### config.mk
export PLATFORM = sky130hd
export DESIGN_NAME = regfile_write_arbiter
export DESIGN_NICKNAME = d
export VERILOG_FILES = /design/src/rtl/regfile_write_arbiter_pkg.sv /design/src/rtl/regfile_write_arbiter_rr_arb2.sv /design/src/rtl/regfile_write_arbiter.sv
export SDC_FILE = /design/constraint.sdc
export NUM_CORES = 1
export LEC_CHECK = 0
export CAP_MARGIN = 20
export CORE_MARGIN = 4
export CORE_UTILIZATION = 45
export DETAILED_ROUTE_END_ITERATION = 10
export GPL_TIMING_DRIVEN = 0
export PLACE_DENSITY_LB_ADDON = 0.15
export REMOVE_ABC_BUFFERS = 1
export SYNTH_ARGS = -nofsm -noshare
export SYNTH_HDL_FRONTEND = slang
export SYNTH_SLANG_ARGS = --single-unit
### constraint.sdc
create_clock -name clk -period 4.2 [get_ports clk]
set_input_delay 0.42 -clock clk [delete_from_list [all_inputs] [get_ports clk]]
set_output_delay 0.42 -clock clk [all_outputs]
set_load 0.01 [all_outputs]
### src/rtl/regfile_write_arbiter_pkg.sv
// Shared constants for the register-file write arbiter: requester indices
// and the width of the contention counter.
package regfile_write_arbiter_pkg;

  localparam int REQ_WB     = 0;
  localparam int REQ_LM     = 1;
  localparam int CONFLICT_W = 16;

  function automatic logic [CONFLICT_W-1:0] sat_inc(input logic [CONFLICT_W-1:0] v);
    return (v == '1) ? v : v + CONFLICT_W'(1);
  endfunction

endpackage

### src/rtl/regfile_write_arbiter_rr_arb2.sv
// Two-way round-robin grant with a one-bit priority pointer.
//   state  | meaning
//   PRI_WB | on contention, WB requester (0) wins
//   PRI_LM | on contention, load-multiple requester (1) wins
module rr_arb2
  import regfile_write_arbiter_pkg::*;
(
  input  logic       clk,
  input  logic       reset,
  input  logic       hold,
  input  logic [1:0] valid,
  output logic [1:0] grant
);

  localparam logic [0:0] PRI_WB = 1'b0;
  localparam logic [0:0] PRI_LM = 1'b1;

  logic [0:0] pri_q;

  // Ready is masked during reset so no transfer is seen by a requester.
  always_comb begin
    grant = 2'b00;
    if (!reset && !hold) begin
      if (valid[REQ_WB] && valid[REQ_LM]) begin
        grant[REQ_WB] = (pri_q == PRI_WB);
        grant[REQ_LM] = (pri_q == PRI_LM);
      end else begin
        grant = valid;
      end
    end
  end

  always_ff @(posedge clk) begin
    if (reset) begin
      pri_q <= PRI_WB;
    end else if (grant[REQ_WB]) begin
      pri_q <= PRI_LM;
    end else if (grant[REQ_LM]) begin
      pri_q <= PRI_WB;
    end
  end

endmodule

### src/rtl/regfile_write_arbiter.sv
// Arbitrates two write requesters onto a shared register-file D bus with
// one registered stage of one-hot load enable and data.
module regfile_write_arbiter
  import regfile_write_arbiter_pkg::*;
#(
  parameter int DATA_W   = 32,
  parameter int NUM_REGS = 16,
  parameter int ADDR_W   = 4,
  parameter int R0_ZERO  = 1
) (
  input  logic                  clk,
  input  logic                  reset,
  input  logic                  hold,
  input  logic                  req0_valid,
  input  logic [ADDR_W-1:0]     req0_addr,
  input  logic [DATA_W-1:0]     req0_data,
  output logic                  req0_ready,
  input  logic                  req1_valid,
  input  logic [ADDR_W-1:0]     req1_addr,
  input  logic [DATA_W-1:0]     req1_data,
  output logic                  req1_ready,
  output logic [NUM_REGS-1:0]   le_out,
  output logic [DATA_W-1:0]     d_out,
  output logic                  err_pulse,
  output logic                  last_grant,
  output logic [CONFLICT_W-1:0] conflict_cnt
);

  logic [1:0]          grant;
  logic                xfer;
  logic                sel_lm;
  logic                contested;
  logic [ADDR_W-1:0]   sel_addr;
  logic [DATA_W-1:0]   sel_data;
  logic [NUM_REGS-1:0] le_next;
  logic                err_next;

  rr_arb2 u_arb (
    .clk   (clk),
    .reset (reset),
    .hold  (hold),
    .valid ({req1_valid, req0_valid}),
    .grant (grant)
  );

  assign req0_ready = grant[REQ_WB];
  assign req1_ready = grant[REQ_LM];
  assign xfer       = |grant;
  assign sel_lm     = grant[REQ_LM];
  assign sel_addr   = sel_lm ? req1_addr : req0_addr;
  assign sel_data   = sel_lm ? req1_data : req0_data;
  assign contested  = req0_valid & req1_valid & ~hold;

  // Out-of-range addresses raise the error flag; register 0 is silently dropped.
  always_comb begin
    le_next  = '0;
    err_next = 1'b0;
    if (xfer) begin
      if (int'(sel_addr) >= NUM_REGS) begin
        err_next = 1'b1;
      end else if (!(R0_ZERO != 0 && sel_addr == '0)) begin
        for (int i = 0; i < NUM_REGS; i++) begin
          le_next[i] = (int'(sel_addr) == i);
        end
      end
    end
  end

  always_ff @(posedge clk) begin
    if (reset) begin
      le_out       <= '0;
      d_out        <= '0;
      err_pulse    <= 1'b0;
      last_grant   <= 1'b0;
      conflict_cnt <= '0;
    end else begin
      le_out    <= le_next;
      err_pulse <= err_next;
      if (xfer) begin
        d_out      <= sel_data;
        last_grant <= sel_lm;
      end
      if (contested) begin
        conflict_cnt <= sat_inc(conflict_cnt);
      end
    end
  end

endmodule

Word-level counts from Yosys, hierarchy flattened --
Cells that the tools add are included.
Cells by class: equal/unequal tests 16, bitwise gates (word level) 6, $add $sub $neg 1, mux-type cells 6, reductions and logical operators 10
Operators by type and width (count):
- == test 4 bit (second input constant) | 8
- two-way mux 32 bit | 1
- adder 16 x 1 -> 16 bit (second input constant) | 1
- == test 16 bit (second input constant) | 1
- == test 4 x 3 -> 1 bit (second input constant) | 4
- == test 4 x 2 -> 1 bit (second input constant) | 2
- zero test 4 bit | 2
- == test 4 x 1 -> 1 bit (second input constant) | 1
- two-way mux 2 bit | 2
- two-way mux 4 bit | 1
- inverter 1 bit | 4
- OR reduction 3 bit | 1
- bitwise AND 1 bit | 2
- logical AND 1 bit | 2
- zero test 1 bit | 2
- two-way mux 1 bit | 2
- AND reduction 2 bit | 1
- nonzero test 2 bit | 1
- OR reduction 2 bit | 1
Word-level totals: flip-flop bits (word level) 66, word-level logic and storage cells 44, bits of input ports 77

Logic depth before layout (Yosys ltp) --
Gate-level depths: netlist (run 1).
depth in word-level cells 6, gate-level depth with buffers 7, gate-level depth less buffers 5

Hierarchy --
Synthesis (run 1) repeated with hierarchy kept, for this count alone.
Second synthesis, totals: cells, all modules 355, area total of the unflattened synthesis 3030.4 µm²
Modules (own cells, without submodules):
- regfile_write_arbiter | area an instance 2949.1 µm², times used 1, sequential area each 1301.2 µm², cells an instance 345
- rr_arb2 | area an instance 81.3 µm², times used 1, sequential area each 20.0 µm², cells an instance 10

Worst setup path before layout (run 1) --
Ideal clock, no wire load.
path type register to register, start register conflict_cnt[0], end register conflict_cnt[13], path slack 2.489 ns, buffers on the path 1, cell stages (with the launch flop) 7, arrival 1.588 ns, cells stage by stage dfxtp_1 > ha_1 > and3_1 > and2_1 > buf_4 > nor4_2 > mux2_1
On the way: cells in the longest elaborated chain, start to end 3, elaborated cells between the ends (all ways) 4, those cells by class add/sub: 1; eq/ne: 1; bitwise: 1; reduce/logical: 1
RTL lines:
- start, declared | line regfile_write_arbiter.sv:26 | output logic [CONFLICT_W-1:0] conflict_cnt
- start signal, assigned | line regfile_write_arbiter.sv:84 | conflict_cnt <= sat_inc(conflict_cnt);
- branches (longest 3 deep; another with adder 16 x 1 -> 16 bit)
Parallel ways; which one is timed is not known. A chain may end at the register's enable or synchronous reset.

Final worst setup path (run 1) --
start input port req1_valid, end output port req1_ready
On the way: cells in the longest elaborated chain, start to end 3
RTL lines:
- start, declared | line regfile_write_arbiter.sv:18 | input logic req1_valid,
- logical AND 1 bit | line regfile_write_arbiter_rr_arb2.sv:24 | if (valid[REQ_WB] && valid[REQ_LM]) begin
- two-way mux 2 bit * | line regfile_write_arbiter_rr_arb2.sv:24
- two-way mux 2 bit * | line regfile_write_arbiter_rr_arb2.sv:23 | if (!reset && !hold) begin
- end, declared | line regfile_write_arbiter.sv:21 | output logic req1_ready,
Mark *: on every way between the ends. The rest lies on a longest branch, timed or not.

==> metrics.csv, run 1 <==
stage,metric,value,unit
drt,total wire length,8166,um
critical_path,crit end category,primary output,
clock_tree,Post-CTS Resized,0,
critical_path,CP Max Fanout,13,
timing,fmax,0.3683,GHz
place,Port Buffers,143,
yosys,"Seq/Total Area, Yosys",42.43,%
floorplanning,Std-Cell Rows,30,
yosys,Syn Inst Count,326,
finish,Area Overhead vs Synth,52.27,%
power,Design Power,1.351,mW
timing,Final min period,2.715,ns
clock_tree,clk_lat worst skew,0.32,ns
floorplanning,Initial Util,46.09,%
drt,vias per cell,5.367,
finish,Antenna diodes,0,
drt,vias after detailed routing,2936,
min_path,Min-Delay Path Class,flip-flop to flip-flop,
min_path,hold-critical path depth,2,
place,placed cells,531,
yosys,Synth Register Bits,66,
yosys,adder-cell share of the synthesized area,0.4018,%
critical_path,WS Path Type,primary input to primary output,
drt,drt pass-1 iters,4,
critical_path,critical path launch point type,primary input,
global_route,global-route usage over all layers,19.71,%
clock_tree,# Post-CTS Setup Buffers,0,
power,VDD IR max,0.1827,mV
global_route,initial antenna violation count,0,
timing,RSZ-0062 raised after global routing,false,
yosys,Synth Warn #,0,
global_route,number of global-route vias before repair,2744,
power,Lkg Pwr,1.929,nW
clock_tree,CTS tree,built,
flow_run,Max-cap violations,0,
floorplanning,I/O pin cnt,145,
clock_tree,Num Clock Sinks,66,
yosys,combinational family with the most area after synthesis,simple AND/OR/NAND/NOR gates,
yosys,post-synthesis mux area share,14.62,%
timing,max-slew violation count,0,
critical_path,Reg2Reg Depth,5,
critical_path,CP max stage cell,clkdlybuf4s50_1,
power,pwr dens,285.0,nW/um2
timing,"Setup violations, final",0,
floorplanning,die area,8316,um2
clock_tree,Post-CTS Hold Fix Bufs,0,
finish,Final Instance Area,4742,um2
clock_tree,CTS Buffer Depth,2,
drt,wire per inst,14.93,um
yosys,most common cell in the synthesized netlist,dfxtp_1,
timing,Final Hold Fails,0,
yosys,Netlist cell types,54,
global_route,largest net degree at the start of global routing,37,
finish,# nets final,540,
yosys,asr flop ratio synth,0,%
timing,post-route clock period utilization,64.64,%
timing,Setup TNS,0,ns
place,Placed Area,4578,um2
timing,slew at the pin closest to its max-slew limit,0.6015,ns
place,HPWL Detailed,6292,um
finish,Finished Layout Cells,547,
yosys,Simple-Gate Fraction of Synth Area,22.66,%
critical_path,Max stage delay on crit path,0.67,ns
drt,DRC Markers,0,
finish,layout cells sized above 1,8.351,%
yosys,dominant cell type by area after synthesis,dfxtp_1,
clock_tree,Max H-tree Level,3,
floorplanning,Die X,91.19,um
critical_path,most frequent CP cell,clkdlybuf4s50_1,
yosys,Synth Area in XOR/XNOR,0,%
clock_tree,CTS Buf Count,9,
place,Final GP Congestion,0.9118,
critical_path,register-to-register setup slack,2.38,ns
timing,Slew Limit Headroom,59.90,%
critical_path,signal arrival time at the worst endpoint,2.29,ns
timing,Worst Skew,0.005281,ns
floorplanning,Die H,91.19,um
clock_tree,clock-pin slew on the worst setup and hold paths,0.06,ns
yosys,Post-synth EDFFs,0,
yosys,Compound-Gate Fraction of Synth Area,14.83,%
critical_path,"Data required, critical path",3.78,ns
yosys,share of the synthesized area in the top cell type,42.43,%
yosys,synth top area cells,"dfxtp_1 42%, mux2i_1 12%, a211oi_1 8.2%",
run_status,status,"finished, final reports clean",
global_route,first-pass GRT wire length,13360,um
yosys,Post-Syn Area,3114,um2
clock_tree,Root Buffer,clkbuf_8,
floorplanning,core area,6756,um2
yosys,Avg Inst Size Synth,9.553,um2
yosys,"Primary FF master, synth",dfxtp_1,
yosys,Post-synth top cells,"66 x dfxtp_1, 49 x nor2_1, 38 x mux2i_1",
drt,post-route ant nets,0,
global_route,grt ovf,0,
drt,Starting DRT DRC Count,91,
critical_path,worst path cell trace,clkdlybuf4s50_1 > nand3_2 > inv_1 > clkdlybuf4s50_1,
[worst max-delay path: cells and delay by family]
kind	cells	cell delay, ns
buffers and inverters	3	1.42
AND/OR/NAND/NOR	1	0.45
[metrics by stage]
stage	worst slack, ns	util [%]	hold slack [ns]
6_report	1.485	70.19	0.4982
3_3_place_gp	-0.6961	66.70	0.4739
4_1_cts	1.481	70.19	0.4989
5_1_grt	1.345	70.19	0.5115
3_5_place_dp	1.481	67.76	0.4871
2_1_floorplan	1.857	-	0.4710
[metal layers]
layer  global-route usage [%]  vias up  routed length [um]  part of all wire, %
met5                        0        -                   0                    0
met4                    6.030        0                  76                 0.93
met3                    5.220       10                 576                  7.1
met2                    35.38      107                4243                   52
met1                    22.76     1340                3270                   40
li1                         -     1479                   -                    -
[report_power, final]
group | leakage (nW) | switching [mW] | internal (mW)
registers | 0.538 | 0.0118 | 0.650
logic | 1.30 | 0.0977 | 0.144
clock network | 0.0872 | 0.220 | 0.228
total | 1.93 | 0.329 | 1.02
[cell type report]
cell class                      instances  area (um2)
Clock buffer                           13       148.9
Sequential cell                        66        1321
Timing Repair Buffer                  147        1501
Fill cell                             575        2014
Multi-Input combinational cell        235        1644
Clock inverter                          3       15.01
Tap cell                               80       100.1
Inverter                                3       11.26
[cells in the final DEF (no fill, tap or decap), types with 2 or more instances in the layout]
| cell type | netlist | layout |
|---|---|---|
| mux2i_1 | 38 | 38 |
| inv_1 | 3 | 3 |
| or3_1 | 2 | 2 |
| mux2_1 | 3 | 3 |
| nor2b_1 | 13 | 13 |
| and3_1 | 5 | 5 |
| o21ai_0 | 6 | 5 |
| and4b_1 | 2 | 2 |
| buf_12 | 0 | 2 |
| nand4_1 | 8 | 8 |
| clkbuf_8 | 0 | 10 |
| a211oi_1 | 34 | 34 |
| nor3_1 | 8 | 8 |
| nand2_1 | 11 | 11 |
| conb_1 | 1 | 2 |
| clkdlybuf4s50_1 | 0 | 142 |
| nor2_1 | 49 | 49 |
| nand3_1 | 6 | 6 |
| nor3_2 | 5 | 5 |
| clkbuf_1 | 5 | 3 |
| dfxtp_1 | 66 | 66 |
| and2_1 | 2 | 2 |
| a21oi_1 | 4 | 4 |
| a31oi_1 | 4 | 4 |
| mux2_4 | 2 | 2 |
| clkinv_2 | 0 | 3 |
| nor4_2 | 3 | 3 |
| o41ai_1 | 2 | 2 |
[final timing paths]
path,end,startpoint
max,req1_ready,req1_valid
min,d_out[4],d_out[4]
max reg2reg,conflict_cnt[15],conflict_cnt[0]
min reg2reg,d_out[4],d_out[4]
[kinds of logic (layout without fill, tap and decap cells)]
kind of cell / count (synthesis) / after routing
and+or+nand+nor: 125 / 125
DFF: 66 / 66
AOI/OAI and AO/OA: 63 / 63
muxes: 44 / 44
buffers and inverters: 26 / 166
adders and majority gates: 1 / 1
other: 1 / 2
[registers in the layout, summed over array words and instances, names as in the netlist]
| register | flops |
|---|---|
| conflict_cnt | 16 |
| le_out | 16 |
| last_grant | 1 |
| u_arb.pri_q | 1 |
| d_out | 32 |
(Power assumes the default switching activity.)
==> run 2: changes to the inputs <==
CORE_UTILIZATION = 37   (was 45)
clock period = 2.4 ns   (was 4.2 ns; I/O delays follow)
==> metrics.csv, run 2 (synthesis gave the netlist of run 1 again) <==
stage,metric,value,unit,change
run_status,status,"finished, final reports clean",,unchanged
power,pwr dens,538.1,nW/um2,was 285.0 nW/um2
finish,Finished Layout Cells,572,,was 547
drt,total wire length,8418,um,was 8166 um
place,Final GP Congestion,0.8939,,was 0.9118
clock_tree,CTS Buffer Depth,2,,unchanged
critical_path,CP bufs+invs,3,,unchanged
drt,vias after detailed routing,2891,,was 2936
drt,drt pass-1 iters,4,,unchanged
clock_tree,# Post-CTS Setup Buffers,0,,unchanged
finish,Area Overhead vs Synth,55.28,%,was 52.27%
critical_path,"Data required, critical path",2.16,ns,was 3.78 ns
critical_path,Top Family by Delay on Critical Path,buffers and inverters,,unchanged
finish,"most common cell after layout, fill and taps aside",clkdlybuf4s50_1,,unchanged
critical_path,worst flop-to-flop path startpoint,conflict_cnt[0],,unchanged
finish,Largest regs,"d_out x32, conflict_cnt x16, le_out x16",,unchanged
min_path,hold-critical path depth,2,,unchanged
global_route,largest net degree at the start of global routing,39,,was 37
timing,max-slew violation count,0,,unchanged
global_route,first-pass GRT wire length,13460,um,was 13360 um
timing,post-route clock period utilization,91.65,%,
critical_path,critical path launch point type,primary input,,unchanged
timing,"Setup violations, final",0,,unchanged
finish,# nets final,540,,unchanged
clock_tree,clock-pin slew on the worst setup and hold paths,0.07,ns,was 0.06 ns
critical_path,Worst path depth,4,,unchanged
timing,Slew Limit Headroom,61.37,%,was 59.90%
floorplanning,Die H,99.75,um,was 91.19 um
critical_path,WS Path Type,primary input to primary output,,unchanged
critical_path,worst path cell trace,clkdlybuf4s50_1 > nand3_4 > inv_1 > clkdlybuf4s50_1,,was clkdlybuf4s50_1 > nand3_2 > inv_1 > clkdlybuf4s50_1
place,placed cells,556,,was 531
floorplanning,I/O pin cnt,145,,unchanged
drt,vias per cell,5.054,,was 5.367
finish,most frequent cells in the layout,"142 x clkdlybuf4s50_1, 66 x dfxtp_1, 49 x nor2_1, 38 x mux2i_1, 34 x a211oi_1",,unchanged
finish,layout cells sized above 1,8.779,%,was 8.351%
critical_path,register-to-register setup slack,0.58,ns,was 2.38 ns
floorplanning,die area,9949,um2,was 8316 um2
global_route,global-route usage over all layers,16.99,%,was 19.71%
clock_tree,Root Buffer,clkbuf_8,,unchanged
critical_path,CP max stage cell,clkdlybuf4s50_1,,unchanged
critical_path,crit end category,primary output,,unchanged
min_path,Min-Delay Path Class,primary input to flip-flop,,was flip-flop to flip-flop
finish,Antenna diodes,0,,unchanged
flow_run,Max-cap violations,0,,unchanged
floorplanning,Initial Util,37.90,%,was 46.09%
clock_tree,CTS tree,built,,unchanged
global_route,number of global-route vias before repair,2686,,was 2744
global_route,initial antenna violation count,0,,unchanged
floorplanning,core area,8217,um2,was 6756 um2
place,Setup WS pre-CTS,-0.01052,ns,was 1.481 ns
timing,post-route setup slack,0.2003,ns,was 1.485 ns
clock_tree,Max H-tree Level,3,,unchanged
critical_path,Reg2Reg Depth,5,,unchanged
clock_tree,clk_lat worst skew,0.34,ns,was 0.32 ns
place,Port Buffers,143,,unchanged
timing,RSZ-0062 raised after global routing,false,,unchanged
critical_path,most frequent CP cell,clkdlybuf4s50_1,,unchanged
drt,wire per inst,14.72,um,was 14.93 um
global_route,grt ovf,0,,unchanged
critical_path,Max stage delay on crit path,0.68,ns,was 0.67 ns
drt,Starting DRT DRC Count,65,,was 91
critical_path,signal arrival time at the worst endpoint,1.96,ns,was 2.29 ns
timing,Setup TNS,0,ns,unchanged
clock_tree,Num Clock Sinks,66,,unchanged
critical_path,CP Max Fanout,14,,was 13
clock_tree,CTS Buf Count,9,,unchanged
finish,Largest Register,d_out,,unchanged
min_path,Hold Crit Start,reset,,was d_out[4]
power,VDD IR max,0.3421,mV,was 0.1827 mV
finish,max FFs per register,32,,unchanged
timing,Worst Skew,0.009602,ns,was 0.005281 ns
power,Design Power,2.602,mW,was 1.351 mW
min_path,hold path endpoint,d_out[0],,was d_out[4]
drt,post-route ant nets,0,,unchanged
floorplanning,Die X,99.75,um,was 91.19 um
timing,Final min period,2.200,ns,
critical_path,Reg-to-Reg End,conflict_cnt[15],,unchanged
floorplanning,Std-Cell Rows,33,,was 30
drt,DRC Markers,0,,unchanged
timing,Final Hold Fails,0,,unchanged
power,Lkg Pwr,1.952,nW,was 1.929 nW
timing,slew at the pin closest to its max-slew limit,0.5794,ns,was 0.6015 ns
place,HPWL Detailed,6293,um,was 6292 um
timing,fmax,0.4546,GHz,
run 2: cell types whose count changed in the layout (fill, tap and decap cells not counted), sizes merged:
cell / before / now
bufinv: 0 / 2
clkbuf: 13 / 11
clkinv: 3 / 2
clkinvlp: 0 / 1
run 2: report_power, final:
| part | total (mW) | switching (mW) | leakage (nW) | internal, mW |
|---|---|---|---|---|
| Clock | 1.02 | 0.410 | 0.109 | 0.610 |
| Sequential | 1.16 | 0.0198 | 0.538 | 1.14 |
| Combinational | 0.424 | 0.173 | 1.30 | 0.252 |
| Total | 2.60 | 0.603 | 1.95 | 2.00 |
run 2: repair_timing:
item                                    CTS  global route
hold buffers                              0             0
resized for setup                         1             0
endpoints found under the setup margin    1             0
run 2: worst reg2reg max path, stage by stage, from the launching register on:
cell     delay, ns
dfxtp_1       0.34
ha_1          0.22
and3_1        0.19
and2_1        0.30
nor4_2        0.31
mux2_1        0.34
run 2: layout make-up:
type | count | area, um2
inverter | 3 | 11.26
multi-input combinational | 235 | 1652
sequential | 66 | 1321
clock buffer | 11 | 141.4
clock inverter | 5 | 77.57
timing repair buffer | 147 | 1501
fill | 742 | 3381
tap | 105 | 131.4
run 2: worst max-delay path by stage:
| stage | from | end | slack [ns] |
|---|---|---|---|
| after detailed placement | hold | req1_ready | -0.01 |
| after global placement | reset | le_out[9] | -2.39 |
| after global routing | req0_valid | req1_ready | 0.09 |
| after CTS | req1_valid | req1_ready | 0.17 |
| after floorplan | hold | le_out[10] | 0.24 |
| final | req1_valid | req1_ready | 0.20 |
run 2: layer usage:
layer | GRT usage [%] | vias to the layer above | share of wire [%]
li1 | - | 1472 | -
met1 | 19.77 | 1313 | 41
met5 | 0 | - | 0
met3 | 6.381 | 8 | 7.0
met2 | 28.89 | 98 | 51
met4 | 5.252 | 0 | 1.4
run 2: through the flow:
stage                     util, %  cell area, um2  hold WS, ns
after detailed placement    56.10            4609       0.4756
after global routing        58.85            4836       0.4726
after floorplan                 -            2975       0.3091
after CTS                   58.85            4836       0.4586
final                       58.85            4836       0.4575
after global placement      55.23            4538       0.4744
